## src/rtl/alsu_driver_if.sv

```systemverilog
`default_nettype none
// ============================================================================
// Module   : alsu_driver_if
// Purpose  : Command, ALSU pin and response bundle between sequencer, driver
//            and ALSU datapath.
// Revision : 1.0 - initial release
// ============================================================================
interface alsu_driver_if #(
    parameter int TAG_W = 4
) ();
    logic             cmd_valid;
    logic             cmd_ready;
    logic [TAG_W-1:0] cmd_tag;
    logic [2:0]       cmd_A;
    logic [2:0]       cmd_B;
    logic [2:0]       cmd_opcode;
    logic             cmd_cin;
    logic             cmd_serial_in;
    logic             cmd_direction;
    logic             cmd_red_op_A;
    logic             cmd_red_op_B;
    logic             cmd_bypass_A;
    logic             cmd_bypass_B;

    logic [2:0]       alsu_A;
    logic [2:0]       alsu_B;
    logic [2:0]       alsu_opcode;
    logic             alsu_cin;
    logic             alsu_serial_in;
    logic             alsu_direction;
    logic             alsu_red_op_A;
    logic             alsu_red_op_B;
    logic             alsu_bypass_A;
    logic             alsu_bypass_B;
    logic [5:0]       alsu_out;
    logic [15:0]      alsu_leds;

    logic             rsp_valid;
    logic             rsp_ready;
    logic [TAG_W-1:0] rsp_tag;
    logic [5:0]       rsp_out;
    logic [15:0]      rsp_leds;
    logic             rsp_invalid;
    logic             busy;

    // Driver side
    modport slave (
        input  cmd_valid, cmd_tag, cmd_A, cmd_B, cmd_opcode, cmd_cin,
               cmd_serial_in, cmd_direction, cmd_red_op_A, cmd_red_op_B,
               cmd_bypass_A, cmd_bypass_B,
        output cmd_ready,
        output alsu_A, alsu_B, alsu_opcode, alsu_cin, alsu_serial_in,
               alsu_direction, alsu_red_op_A, alsu_red_op_B, alsu_bypass_A,
               alsu_bypass_B,
        input  alsu_out, alsu_leds,
        output rsp_valid, rsp_tag, rsp_out, rsp_leds, rsp_invalid, busy,
        input  rsp_ready
    );

    // Sequencer / ALSU side
    modport master (
        output cmd_valid, cmd_tag, cmd_A, cmd_B, cmd_opcode, cmd_cin,
               cmd_serial_in, cmd_direction, cmd_red_op_A, cmd_red_op_B,
               cmd_bypass_A, cmd_bypass_B,
        input  cmd_ready,
        input  alsu_A, alsu_B, alsu_opcode, alsu_cin, alsu_serial_in,
               alsu_direction, alsu_red_op_A, alsu_red_op_B, alsu_bypass_A,
               alsu_bypass_B,
        output alsu_out, alsu_leds,
        input  rsp_valid, rsp_tag, rsp_out, rsp_leds, rsp_invalid, busy,
        output rsp_ready
    );
endinterface
`default_nettype wire

```

## src/rtl/alsu_driver.sv

```systemverilog
`default_nettype none
// ============================================================================
// Module   : alsu_driver
// Purpose  : Buffers ALSU commands, issues one per cycle onto the ALSU pins,
//            tracks the fixed pipeline and returns tagged results.
//            Optional macro ALSU_DRV_INVALID_FLAG_EN enables the invalid flag.
// Revision : 1.0 - initial release
// ============================================================================
module alsu_driver #(
    parameter int CMD_DEPTH = 4,
    parameter int RSP_DEPTH = 4,
    parameter int TAG_W     = 4,
    parameter int LATENCY   = 2
) (
    input  wire          clk,
    input  wire          rst,   // active-low, asynchronous
    alsu_driver_if.slave bus
);
    localparam int c_CMD_AW = $clog2(CMD_DEPTH);
    localparam int c_RSP_AW = $clog2(RSP_DEPTH);
    localparam logic [c_CMD_AW:0] c_CMD_ONE = {{c_CMD_AW{1'b0}}, 1'b1};
    localparam logic [c_RSP_AW:0] c_RSP_ONE = {{c_RSP_AW{1'b0}}, 1'b1};

    typedef struct packed {
        logic [2:0] a;
        logic [2:0] b;
        logic [2:0] opcode;
        logic       cin;
        logic       serial_in;
        logic       direction;
        logic       red_op_a;
        logic       red_op_b;
        logic       bypass_a;
        logic       bypass_b;
    } pin_t;

    typedef struct packed {
        logic [TAG_W-1:0] tag;
        pin_t             pin;
    } cmd_t;

    typedef struct packed {
        logic [TAG_W-1:0] tag;
        logic [5:0]       out;
        logic [15:0]      leds;
        logic             inv;
    } rsp_t;

    // Bypass of a zero A operand keeps the ALSU output quiet between issues
    localparam pin_t c_IDLE_PINS = '{a: 3'd0, b: 3'd0, opcode: 3'd0, cin: 1'b0,
                                     serial_in: 1'b0, direction: 1'b0,
                                     red_op_a: 1'b0, red_op_b: 1'b0,
                                     bypass_a: 1'b1, bypass_b: 1'b0};

    cmd_t               r_cmd_mem [CMD_DEPTH];
    logic [c_CMD_AW:0]  r_cmd_wptr;
    logic [c_CMD_AW:0]  r_cmd_rptr;
    logic               r_run;
    pin_t               r_pin;
    logic [LATENCY-1:0] r_trk_vld;
    logic [LATENCY-1:0] r_trk_inv;
    logic [TAG_W-1:0]   r_trk_tag [LATENCY];
    rsp_t               r_rsp_mem [RSP_DEPTH];
    logic [c_RSP_AW:0]  r_rsp_wptr;
    logic [c_RSP_AW:0]  r_rsp_rptr;

    cmd_t               w_cmd_in;
    cmd_t               w_cmd_head;
    logic               w_cmd_empty;
    logic               w_cmd_full;
    logic               w_cmd_push;
    logic               w_issue;
    logic               w_head_inv;
    int                 w_inflight;
    logic [c_RSP_AW:0]  w_rsp_count;
    logic               w_rsp_valid;
    logic               w_rsp_push;
    logic               w_rsp_pop;
    rsp_t               w_rsp_in;
    rsp_t               w_rsp_head;

    always_comb begin
        w_cmd_in              = '0;
        w_cmd_in.tag          = bus.cmd_tag;
        w_cmd_in.pin.a        = bus.cmd_A;
        w_cmd_in.pin.b        = bus.cmd_B;
        w_cmd_in.pin.opcode   = bus.cmd_opcode;
        w_cmd_in.pin.cin      = bus.cmd_cin;
        w_cmd_in.pin.serial_in = bus.cmd_serial_in;
        w_cmd_in.pin.direction = bus.cmd_direction;
        w_cmd_in.pin.red_op_a = bus.cmd_red_op_A;
        w_cmd_in.pin.red_op_b = bus.cmd_red_op_B;
        w_cmd_in.pin.bypass_a = bus.cmd_bypass_A;
        w_cmd_in.pin.bypass_b = bus.cmd_bypass_B;
    end

    assign w_cmd_empty = (r_cmd_wptr == r_cmd_rptr);
    assign w_cmd_full  = (r_cmd_wptr[c_CMD_AW] != r_cmd_rptr[c_CMD_AW]) &&
                         (r_cmd_wptr[c_CMD_AW-1:0] == r_cmd_rptr[c_CMD_AW-1:0]);
    assign w_cmd_push  = bus.cmd_valid & bus.cmd_ready;
    assign w_cmd_head  = r_cmd_mem[r_cmd_rptr[c_CMD_AW-1:0]];

`ifdef ALSU_DRV_INVALID_FLAG_EN
    assign w_head_inv = ~(w_cmd_head.pin.bypass_a | w_cmd_head.pin.bypass_b) &
                        (((w_cmd_head.pin.red_op_a | w_cmd_head.pin.red_op_b) &
                          (w_cmd_head.pin.opcode[1] | w_cmd_head.pin.opcode[2])) |
                         (w_cmd_head.pin.opcode[1] & w_cmd_head.pin.opcode[2]));
`else
    assign w_head_inv = 1'b0;
`endif

    always_comb begin
        w_inflight = 0;
        for (int i = 0; i < LATENCY; i++) begin
            w_inflight = w_inflight + int'(r_trk_vld[i]);
        end
    end

    // Credit rule: a response slot is reserved for every command in flight
    assign w_rsp_count = r_rsp_wptr - r_rsp_rptr;
    assign w_issue     = ~w_cmd_empty &&
                         ((int'(w_rsp_count) + w_inflight) < RSP_DEPTH);

    assign w_rsp_valid = (w_rsp_count != '0);
    assign w_rsp_pop   = w_rsp_valid & bus.rsp_ready;
    assign w_rsp_push  = r_trk_vld[LATENCY-1];
    assign w_rsp_in    = '{tag: r_trk_tag[LATENCY-1], out: bus.alsu_out,
                           leds: bus.alsu_leds, inv: r_trk_inv[LATENCY-1]};
    assign w_rsp_head  = w_rsp_valid ? r_rsp_mem[r_rsp_rptr[c_RSP_AW-1:0]] : '0;

    always_ff @(posedge clk or negedge rst) begin
        if (!rst) begin
            r_run      <= 1'b0;
            r_cmd_wptr <= '0;
            r_cmd_rptr <= '0;
            r_pin      <= '0;
            r_trk_vld  <= '0;
            r_trk_inv  <= '0;
            r_rsp_wptr <= '0;
            r_rsp_rptr <= '0;
            for (int i = 0; i < LATENCY; i++) begin
                r_trk_tag[i] <= '0;
            end
        end else begin
            r_run <= 1'b1;
            if (w_cmd_push) r_cmd_wptr <= r_cmd_wptr + c_CMD_ONE;
            if (w_issue)    r_cmd_rptr <= r_cmd_rptr + c_CMD_ONE;
            r_pin        <= w_issue ? w_cmd_head.pin : c_IDLE_PINS;
            r_trk_vld[0] <= w_issue;
            r_trk_inv[0] <= w_issue & w_head_inv;
            r_trk_tag[0] <= w_cmd_head.tag;
            for (int i = 1; i < LATENCY; i++) begin
                r_trk_vld[i] <= r_trk_vld[i-1];
                r_trk_inv[i] <= r_trk_inv[i-1];
                r_trk_tag[i] <= r_trk_tag[i-1];
            end
            if (w_rsp_push) r_rsp_wptr <= r_rsp_wptr + c_RSP_ONE;
            if (w_rsp_pop)  r_rsp_rptr <= r_rsp_rptr + c_RSP_ONE;
        end
    end

    // Storage arrays carry no reset; pointers alone define their contents
    always_ff @(posedge clk) begin
        if (w_cmd_push) r_cmd_mem[r_cmd_wptr[c_CMD_AW-1:0]] <= w_cmd_in;
        if (w_rsp_push) r_rsp_mem[r_rsp_wptr[c_RSP_AW-1:0]] <= w_rsp_in;
    end

    assign bus.cmd_ready      = r_run & ~w_cmd_full;
    assign bus.alsu_A         = r_pin.a;
    assign bus.alsu_B         = r_pin.b;
    assign bus.alsu_opcode    = r_pin.opcode;
    assign bus.alsu_cin       = r_pin.cin;
    assign bus.alsu_serial_in = r_pin.serial_in;
    assign bus.alsu_direction = r_pin.direction;
    assign bus.alsu_red_op_A  = r_pin.red_op_a;
    assign bus.alsu_red_op_B  = r_pin.red_op_b;
    assign bus.alsu_bypass_A  = r_pin.bypass_a;
    assign bus.alsu_bypass_B  = r_pin.bypass_b;
    assign bus.rsp_valid      = w_rsp_valid;
    assign bus.rsp_tag        = w_rsp_head.tag;
    assign bus.rsp_out        = w_rsp_head.out;
    assign bus.rsp_leds       = w_rsp_head.leds;
    assign bus.rsp_invalid    = w_rsp_head.inv;
    assign bus.busy           = ~w_cmd_empty | (|r_trk_vld) | w_rsp_valid;
endmodule
`default_nettype wire
```

## src/flat_wrapper.sv

```systemverilog
// flat-port wrapper written by rule: the top's interface ports become plain ports
module alsu_driver_flat 
#(
    parameter int CMD_DEPTH = 4,
    parameter int RSP_DEPTH = 4,
    parameter int TAG_W     = 4,
    parameter int LATENCY   = 2
)
  (clk, rst, bus_cmd_valid, bus_cmd_tag, bus_cmd_A, bus_cmd_B, bus_cmd_opcode, bus_cmd_cin, bus_cmd_serial_in, bus_cmd_direction, bus_cmd_red_op_A, bus_cmd_red_op_B, bus_cmd_bypass_A, bus_cmd_bypass_B, bus_cmd_ready, bus_alsu_A, bus_alsu_B, bus_alsu_opcode, bus_alsu_cin, bus_alsu_serial_in, bus_alsu_direction, bus_alsu_red_op_A, bus_alsu_red_op_B, bus_alsu_bypass_A, bus_alsu_bypass_B, bus_alsu_out, bus_alsu_leds, bus_rsp_valid, bus_rsp_tag, bus_rsp_out, bus_rsp_leds, bus_rsp_invalid, bus_busy, bus_rsp_ready);
  alsu_driver_if #(.TAG_W(TAG_W)) bus_i ();
  input  wire clk;
  input  wire rst;
  input wire logic [$bits(bus_i.cmd_valid)-1:0] bus_cmd_valid;
  input wire logic [$bits(bus_i.cmd_tag)-1:0] bus_cmd_tag;
  input wire logic [$bits(bus_i.cmd_A)-1:0] bus_cmd_A;
  input wire logic [$bits(bus_i.cmd_B)-1:0] bus_cmd_B;
  input wire logic [$bits(bus_i.cmd_opcode)-1:0] bus_cmd_opcode;
  input wire logic [$bits(bus_i.cmd_cin)-1:0] bus_cmd_cin;
  input wire logic [$bits(bus_i.cmd_serial_in)-1:0] bus_cmd_serial_in;
  input wire logic [$bits(bus_i.cmd_direction)-1:0] bus_cmd_direction;
  input wire logic [$bits(bus_i.cmd_red_op_A)-1:0] bus_cmd_red_op_A;
  input wire logic [$bits(bus_i.cmd_red_op_B)-1:0] bus_cmd_red_op_B;
  input wire logic [$bits(bus_i.cmd_bypass_A)-1:0] bus_cmd_bypass_A;
  input wire logic [$bits(bus_i.cmd_bypass_B)-1:0] bus_cmd_bypass_B;
  output wire logic [$bits(bus_i.cmd_ready)-1:0] bus_cmd_ready;
  output wire logic [$bits(bus_i.alsu_A)-1:0] bus_alsu_A;
  output wire logic [$bits(bus_i.alsu_B)-1:0] bus_alsu_B;
  output wire logic [$bits(bus_i.alsu_opcode)-1:0] bus_alsu_opcode;
  output wire logic [$bits(bus_i.alsu_cin)-1:0] bus_alsu_cin;
  output wire logic [$bits(bus_i.alsu_serial_in)-1:0] bus_alsu_serial_in;
  output wire logic [$bits(bus_i.alsu_direction)-1:0] bus_alsu_direction;
  output wire logic [$bits(bus_i.alsu_red_op_A)-1:0] bus_alsu_red_op_A;
  output wire logic [$bits(bus_i.alsu_red_op_B)-1:0] bus_alsu_red_op_B;
  output wire logic [$bits(bus_i.alsu_bypass_A)-1:0] bus_alsu_bypass_A;
  output wire logic [$bits(bus_i.alsu_bypass_B)-1:0] bus_alsu_bypass_B;
  input wire logic [$bits(bus_i.alsu_out)-1:0] bus_alsu_out;
  input wire logic [$bits(bus_i.alsu_leds)-1:0] bus_alsu_leds;
  output wire logic [$bits(bus_i.rsp_valid)-1:0] bus_rsp_valid;
  output wire logic [$bits(bus_i.rsp_tag)-1:0] bus_rsp_tag;
  output wire logic [$bits(bus_i.rsp_out)-1:0] bus_rsp_out;
  output wire logic [$bits(bus_i.rsp_leds)-1:0] bus_rsp_leds;
  output wire logic [$bits(bus_i.rsp_invalid)-1:0] bus_rsp_invalid;
  output wire logic [$bits(bus_i.busy)-1:0] bus_busy;
  input wire logic [$bits(bus_i.rsp_ready)-1:0] bus_rsp_ready;
  assign bus_i.cmd_valid = bus_cmd_valid;
  assign bus_i.cmd_tag = bus_cmd_tag;
  assign bus_i.cmd_A = bus_cmd_A;
  assign bus_i.cmd_B = bus_cmd_B;
  assign bus_i.cmd_opcode = bus_cmd_opcode;
  assign bus_i.cmd_cin = bus_cmd_cin;
  assign bus_i.cmd_serial_in = bus_cmd_serial_in;
  assign bus_i.cmd_direction = bus_cmd_direction;
  assign bus_i.cmd_red_op_A = bus_cmd_red_op_A;
  assign bus_i.cmd_red_op_B = bus_cmd_red_op_B;
  assign bus_i.cmd_bypass_A = bus_cmd_bypass_A;
  assign bus_i.cmd_bypass_B = bus_cmd_bypass_B;
  assign bus_cmd_ready = bus_i.cmd_ready;
  assign bus_alsu_A = bus_i.alsu_A;
  assign bus_alsu_B = bus_i.alsu_B;
  assign bus_alsu_opcode = bus_i.alsu_opcode;
  assign bus_alsu_cin = bus_i.alsu_cin;
  assign bus_alsu_serial_in = bus_i.alsu_serial_in;
  assign bus_alsu_direction = bus_i.alsu_direction;
  assign bus_alsu_red_op_A = bus_i.alsu_red_op_A;
  assign bus_alsu_red_op_B = bus_i.alsu_red_op_B;
  assign bus_alsu_bypass_A = bus_i.alsu_bypass_A;
  assign bus_alsu_bypass_B = bus_i.alsu_bypass_B;
  assign bus_i.alsu_out = bus_alsu_out;
  assign bus_i.alsu_leds = bus_alsu_leds;
  assign bus_rsp_valid = bus_i.rsp_valid;
  assign bus_rsp_tag = bus_i.rsp_tag;
  assign bus_rsp_out = bus_i.rsp_out;
  assign bus_rsp_leds = bus_i.rsp_leds;
  assign bus_rsp_invalid = bus_i.rsp_invalid;
  assign bus_busy = bus_i.busy;
  assign bus_i.rsp_ready = bus_rsp_ready;
  alsu_driver #(.CMD_DEPTH(CMD_DEPTH), .RSP_DEPTH(RSP_DEPTH), .TAG_W(TAG_W), .LATENCY(LATENCY)) u_core (.clk(clk), .rst(rst), .bus(bus_i));
endmodule
```

## config.mk

```make
export PLATFORM = sky130hd
export DESIGN_NAME = alsu_driver_flat
export DESIGN_NICKNAME = d
export VERILOG_FILES = /design/src/rtl/alsu_driver_if.sv /design/src/rtl/alsu_driver.sv /design/src/flat_wrapper.sv
export SDC_FILE = /design/constraint.sdc
export NUM_CORES = 1
export LEC_CHECK = 0
export CORE_AREA = 5 5 142 144
export DETAILED_ROUTE_END_ITERATION = 10
export DIE_AREA = 0 0 147 149
export MAX_ROUTING_LAYER = met4
export PLACE_DENSITY = 0.77
export SLEW_MARGIN = 15
export SYNTH_ARGS = -nofsm -noshare
export SYNTH_HDL_FRONTEND = slang
export SYNTH_SLANG_ARGS = --single-unit
```

## constraint.sdc

```tcl
create_clock -name clk -period 3.29 [get_ports clk]
set_input_delay 0.987 -clock clk [delete_from_list [all_inputs] [get_ports clk]]
set_output_delay 0.987 -clock clk [all_outputs]
set_load 0.005 [all_outputs]
```

==> results.toml, run 1 <==
[timing]
setup_ws_ns = -0.0627
rsz0062_at_grt = "true"
max_freq_mhz = 298
max_slew_margin = 0.544
fin_crit_ns = 3.35
fin_hold_ws_ns = 0.347
finalSetupViolCount = 18
worstMarginPinSlew_ns = 0.685
maxSlewViolCount = 0
hold_violations = 0
final.setup.tns_ns = -0.884
min_period_over_period = 1.02
skew_ns = 0.00787

[clock_tree]
clock_latency_ns = 0.50
cts_buffers = 23
path_clk_slew_ns = 0.06
clockBufferDepth = 3
htree_levels = 1
cts_tree = "yes"
cts.sinks = 223
root_buffer = "clkbuf_16"

[synthesis]
netlist_area_mm2 = 0.00845
synth_top_flop_cell = "edfxtp_1"
synth_area_per_cell_um2 = 21.5
synth_cell_types = 30
syn-num-nets = 453
netlist_instances = 392
async_reset_ff_frac = 0.175
synth_warnings = 0
synth_edf_count = 184
synth.yosys.seq_area_share = 0.770
ys_ff_latch = 223

[die]
initial_core_util = 0.455
ios = 92
coreArea_mm2 = 0.0186
die_h_um = 149
core.rowCount = 50
dieArea_mm2 = 0.0219
die_w_um = 147

[run]
maxCapViolations = 0

[critical_path]
arrival_ns = 2.37
cp-start-kind = "register"
path_max_fanout = 7
critical_path.most_common_cell = "buf_6"
critPathMaxStageDelay_ns = 0.42
endpoint_kind = "output port"
path_cells = "ha_4 -> fa_2 -> xnor3_2 -> nand3_4 -> buf_6 -> buf_16 -> and2_4 -> buf_6"
path_class = "reg -> out"
critPathSlowestCell = "dfrtp_2"
crit_required_ns = 2.30

[power]
powerDensity_mw_per_mm2 = 1060
power_mw = 11.4
p_sw_mw = 3.28
pwr-share-clk = 0.209
cellLeakagePower_nw = 3.89
pwr-share-comb = 0.442
swShare = 0.288
seq_power_share = 0.349
ir_worst_vdd_mv = 0.542
p_int_mw = 8.13

[cells_and_area]
area_delta_synth_final_pct = 26.9
mostFrequentLayoutCells = "edfxtp_1 (184), clkdlybuf4s50_1 (61), mux4_2 (46)"
drive_above_1_share = 0.364
seq_area_mm2 = 0.00650
nNetsFinal = 586
nFillCells = 1327
mostFrequentLayoutCell = "edfxtp_1"
multi_input_area_mm2 = 0.00193
antennaDiodeCount = 0

[grt]
grt_max_degree = 29
grt_pass1_vias = 4592
antenna_found_initial = 0
grt_pass1_wl_mm = 25.8
gr-total-overflow = 0
track_usage = 0.156

[worst_hold_path]
holdCritPathClass = "reg -> reg"

[drt]
drcViolationCount = 0
vias_per_cell = 5.21
dr.pass1.iters = 4
route.antenna.remaining_nets = 0
route.vias.total = 4038
wl_per_cell_um = 20.8
wl_mm = 16.1
drt_iter0_markers = 243

[placed_design]
numPortBuffers = 90
place_congestion = 0.719
place_hpwl_mm = 9.61

[run_status]
status = "complete, but fails checks"
violations = "setup timing"
## critical path, delay by kind of cell (launching register included)
family                   cells  cell delay, ns
adder cells (fa/ha/maj)      2            0.51
flip-flops                   1            0.42
buffers and inverters        3            0.41
XOR/XNOR                     1            0.26
AND/OR/NAND/NOR              2            0.26
## registers in the layout, indices dropped and copies added (netlist names)
name                       flops
u_core.bus.alsu_A              3
u_core.bus.alsu_B              3
u_core.bus.alsu_bypass_A       1
u_core.bus.alsu_bypass_B       1
u_core.bus.alsu_cin            1
u_core.bus.alsu_direction      1
u_core.bus.alsu_opcode         3
u_core.bus.alsu_red_op_A       1
u_core.bus.alsu_red_op_B       1
u_core.bus.alsu_serial_in      1
u_core.r_cmd_mem              80
u_core.r_cmd_rptr              3
u_core.r_cmd_wptr              3
u_core.r_rsp_mem             104
u_core.r_rsp_rptr              3
u_core.r_rsp_wptr              3
u_core.r_run                   1
u_core.r_trk_tag               8
u_core.r_trk_vld               2
## worst paths after layout
path	startpoint	endpoint	slack [ns]	cells past startpoint
max	u_core.r_rsp_rptr[0]$_DFFE_PN0P_	bus_rsp_leds[12]	-0.06	8
min	u_core.r_trk_tag[6]$_DFF_PN0_	u_core.r_trk_tag[2]$_DFF_PN0_	0.35	0
max reg2reg	u_core.r_rsp_rptr[0]$_DFFE_PN0P_	u_core.bus.alsu_bypass_A$_DFF_PN0_	0.61	8
min reg2reg	u_core.r_trk_tag[6]$_DFF_PN0_	u_core.r_trk_tag[2]$_DFF_PN0_	0.35	0
max in group asynchronous	rst	u_core.r_rsp_rptr[0]$_DFFE_PN0P_	2.25	2
min in group asynchronous	rst	u_core.bus.alsu_cin$_DFF_PN0_	0.47	1
## timing repair
item | 4_1_cts | 5_1_grt
setup endpoints to repair | 28 | 28
gates resized for setup | 165 | 18
hold buffers | 0 | 0
setup buffers | 13 | 2
hold endpoints to repair | 0 | 0
gates cloned | 3 | 0
pin swaps | 4 | 0
## cell usage after synthesis, types with 3 or more instances
| cell type | number | share of area |
|---|---|---|
| and2_1 | 34 | 0.025 |
| and3_2 | 15 | 0.013 |
| buf_2 | 5 | 0.0030 |
| buf_4 | 3 | 0.0027 |
| clkbuf_1 | 5 | 0.0022 |
| dfrtp_1 | 39 | 0.12 |
| edfxtp_1 | 184 | 0.65 |
| ha_1 | 14 | 0.021 |
| inv_1 | 9 | 0.0040 |
| mux4_2 | 46 | 0.12 |
| nand2_1 | 5 | 0.0022 |
| nand3_1 | 3 | 0.0018 |
| xnor2_1 | 7 | 0.0073 |
| xor2_1 | 4 | 0.0041 |
## layout make-up
| cell class | count | share of cell area |
|---|---|---|
| flip-flops and latches | 223 | 0.607 |
| clock buffers | 29 | 0.0567 |
| well taps | 234 | 0.0273 |
| clock inverters | 12 | 0.00841 |
| repair buffers | 124 | 0.118 |
| inverters | 9 | 0.00315 |
| multi-input cells | 144 | 0.180 |
## power groups by stage
stage	sequential (mW)	combinational, mW	clock [mW]
2_1_floorplan	3.99	2.26	0
3_3_place_gp	3.99	3.93	0
3_5_place_dp	4.04	4.01	0
4_1_cts	3.99	4.96	2.45
5_1_grt	4.04	5.46	2.57
6_report	3.99	5.04	2.38
## routing by layer
layer / GRT usage / vias to the layer above / part of all wire
li1: - / 1802 / -
met1: 0.190 / 2090 / 0.41
met2: 0.270 / 123 / 0.52
met3: 0.0343 / 23 / 0.054
met4: 0.0345 / 0 / 0.016
met5: - / - / 0
## logic make-up after synthesis
logic type,count (synthesis),share of synthesized area
simple gates,63,0.0496
flops,223,0.770
fa+ha+maj,15,0.0231
mux,48,0.126
buf+inv,25,0.0135
compound gates,4,0.00341
other cells,2,0.000889
xor+xnor,12,0.0141
## through the flow
stage	setup slack, ns	cell area [um2]	util	cells
after detailed placement	-0.0142	9720	0.523	720
final	-0.0627	10700	0.577	775
after CTS	-0.0774	10700	0.574	775
after floorplan	0.463	8450	-	392
after global routing	-0.161	10700	0.577	775
after global placement	0.0619	9720	0.523	720
Power figures use the tool's default switching activity.
==> run 2: changes to the inputs <==
- SKIP_LAST_GASP: unset -> 1
==> results.toml, run 2 (synthesized netlist as in run 1, its figures left out) <==
[power]
ir_worst_vdd_mv = 0.542
cellLeakagePower_nw = 3.87
powerDensity_mw_per_mm2 = 1060

[die]
ios = 92
die_h_um = 149
coreArea_mm2 = 0.0186
initial_core_util = 0.455
dieArea_mm2 = 0.0219
core.rowCount = 50
die_w_um = 147

[drt]
drt_iter0_markers = 238
drcViolationCount = 0
wl_mm = 16.1
vias_per_cell = 5.20
dr.pass1.iters = 4
route.vias.total = 4031
route.antenna.remaining_nets = 0
wl_per_cell_um = 20.8

[cells_and_area]
drive_above_1_share = 0.359
area_delta_synth_final_pct = 26.5
mostFrequentLayoutCells = "edfxtp_1 (184), clkdlybuf4s50_1 (61), mux4_2 (46)"
fin_util = 0.575
instances_no_fill = 775
mostFrequentLayoutCell = "edfxtp_1"
antennaDiodeCount = 0
nNetsFinal = 586
largest_reg_flops = 104

[placed_design]
place_hpwl_mm = 9.61
place_congestion = 0.719
numPortBuffers = 90
place_ws_ns = -0.0142
dp.cells = 720

[run_status]
status = "complete, but fails checks"
violations = "setup timing"

[timing]
rsz0062_at_grt = "true"
max_slew_margin = 0.542
setup_ws_ns = -0.0638
fin_crit_ns = 3.35
maxSlewViolCount = 0
final.setup.tns_ns = -0.888
worstMarginPinSlew_ns = 0.687
hold_violations = 0
max_freq_mhz = 298
skew_ns = 0.00800
finalSetupViolCount = 18
min_period_over_period = 1.02

[critical_path]
reg2reg_from = "u_core.r_rsp_rptr[0]$_DFFE_PN0P_"
cp-start-kind = "register"
critical_path.most_common_cell = "buf_6"
arrival_ns = 2.37
path_class = "reg -> out"
path_max_fanout = 7
critPathMaxStageDelay_ns = 0.42
reg2reg_setup_slack_ns = 0.62
crit_required_ns = 2.30
r2r_cells = 8
endpoint_kind = "output port"
critPathSlowestCell = "dfrtp_2"
path_cells = "ha_4 -> fa_2 -> xnor3_2 -> nand3_4 -> buf_6 -> buf_16 -> and2_4 -> buf_6"
r2r_end = "u_core.bus.alsu_bypass_A$_DFF_PN0_"

[worst_hold_path]
hold_depth = 0
holdCritPathClass = "reg -> reg"
min-delay-start = "u_core.r_trk_tag[6]$_DFF_PN0_"
hold-path-endpoint = "u_core.r_trk_tag[2]$_DFF_PN0_"

[clock_tree]
ctsHoldBuffers = 0
cts_buffers = 23
root_buffer = "clkbuf_16"
clock_latency_ns = 0.50
path_clk_slew_ns = 0.06
clockBufferDepth = 3
cts_tree = "yes"
htree_levels = 1
cts.sinks = 223

[grt]
grt_pass1_vias = 4592
gr-total-overflow = 0
antenna_found_initial = 0
track_usage = 0.156
grt_max_degree = 29
grt_pass1_wl_mm = 25.8

[run]
maxCapViolations = 0
run 2: changes by cell type in the layout (fill, tap and decap cells not counted), sizes merged:
cell / delta
clkbuf: +1
buf: -1
run 2: layout make-up:
| cell class | count | area (um2) |
|---|---|---|
| inverter | 9 | 33.8 |
| fill | 1330 | 7890 |
| timing repair buffer | 124 | 1240 |
| clock buffer | 29 | 608 |
| clock inverter | 12 | 90.1 |
| multi-input combinational | 144 | 1920 |
| tap | 234 | 293 |
| sequential | 223 | 6500 |
run 2: metrics by stage:
step | power, mW | area, um2 | hold slack, ns
finish | 11.3 | 10700 | 0.347
global route | 12.0 | 10700 | 0.360
CTS | 11.4 | 10700 | 0.348
detailed placement | 8.05 | 9720 | 0.335
global placement | 7.92 | 9720 | 0.341
floorplan | 6.25 | 8450 | 0.331
run 2: power by group:
group	internal, mW	leakage, nW	switching [mW]	total [mW]
sequential	3.76	2.15	0.220	3.98
combinational	2.89	1.38	2.04	4.94
clock	1.39	0.338	0.996	2.38
total	8.05	3.87	3.26	11.3
run 2: worst max path at each step:
stage	from	end	slack, ns
global placement	u_core.r_rsp_rptr[0]$_DFFE_PN0P_	bus_rsp_tag[2]	0.06
CTS	u_core.r_rsp_rptr[0]$_DFFE_PN0P_	bus_rsp_leds[6]	-0.08
detailed placement	u_core.r_rsp_rptr[0]$_DFFE_PN0P_	bus_rsp_tag[1]	-0.01
floorplan	u_core.r_rsp_wptr[0]$_DFFE_PN0P_	bus_rsp_leds[10]	0.46
global route	u_core.r_rsp_wptr[0]$_DFFE_PN0P_	bus_rsp_leds[11]	-0.17
finish	u_core.r_rsp_rptr[0]$_DFFE_PN0P_	bus_rsp_leds[12]	-0.06
run 2: timing repair:
item / in CTS / in global routing
buffers inserted: 13 / 2
setup endpoints to repair: 28 / 28
gates cloned: 3 / 0
resized for setup: 165 / 11
pin swaps: 4 / 0
run 2: worst max-delay path, delay by kind of cell (launching register included):
| kind | cells | cell delay, ns |
|---|---|---|
| simple gates | 2 | 0.26 |
| fa+ha+maj | 2 | 0.51 |
| buf+inv | 3 | 0.41 |
| flops | 1 | 0.42 |
| xor+xnor | 1 | 0.26 |
run 2: per-layer routing:
metal	routed length, um	track usage	part of all wire
met1	6530	0.190	0.41
met2	8380	0.270	0.52
met3	921	0.0343	0.057
met4	260	0.0345	0.016
met5	0	-	0
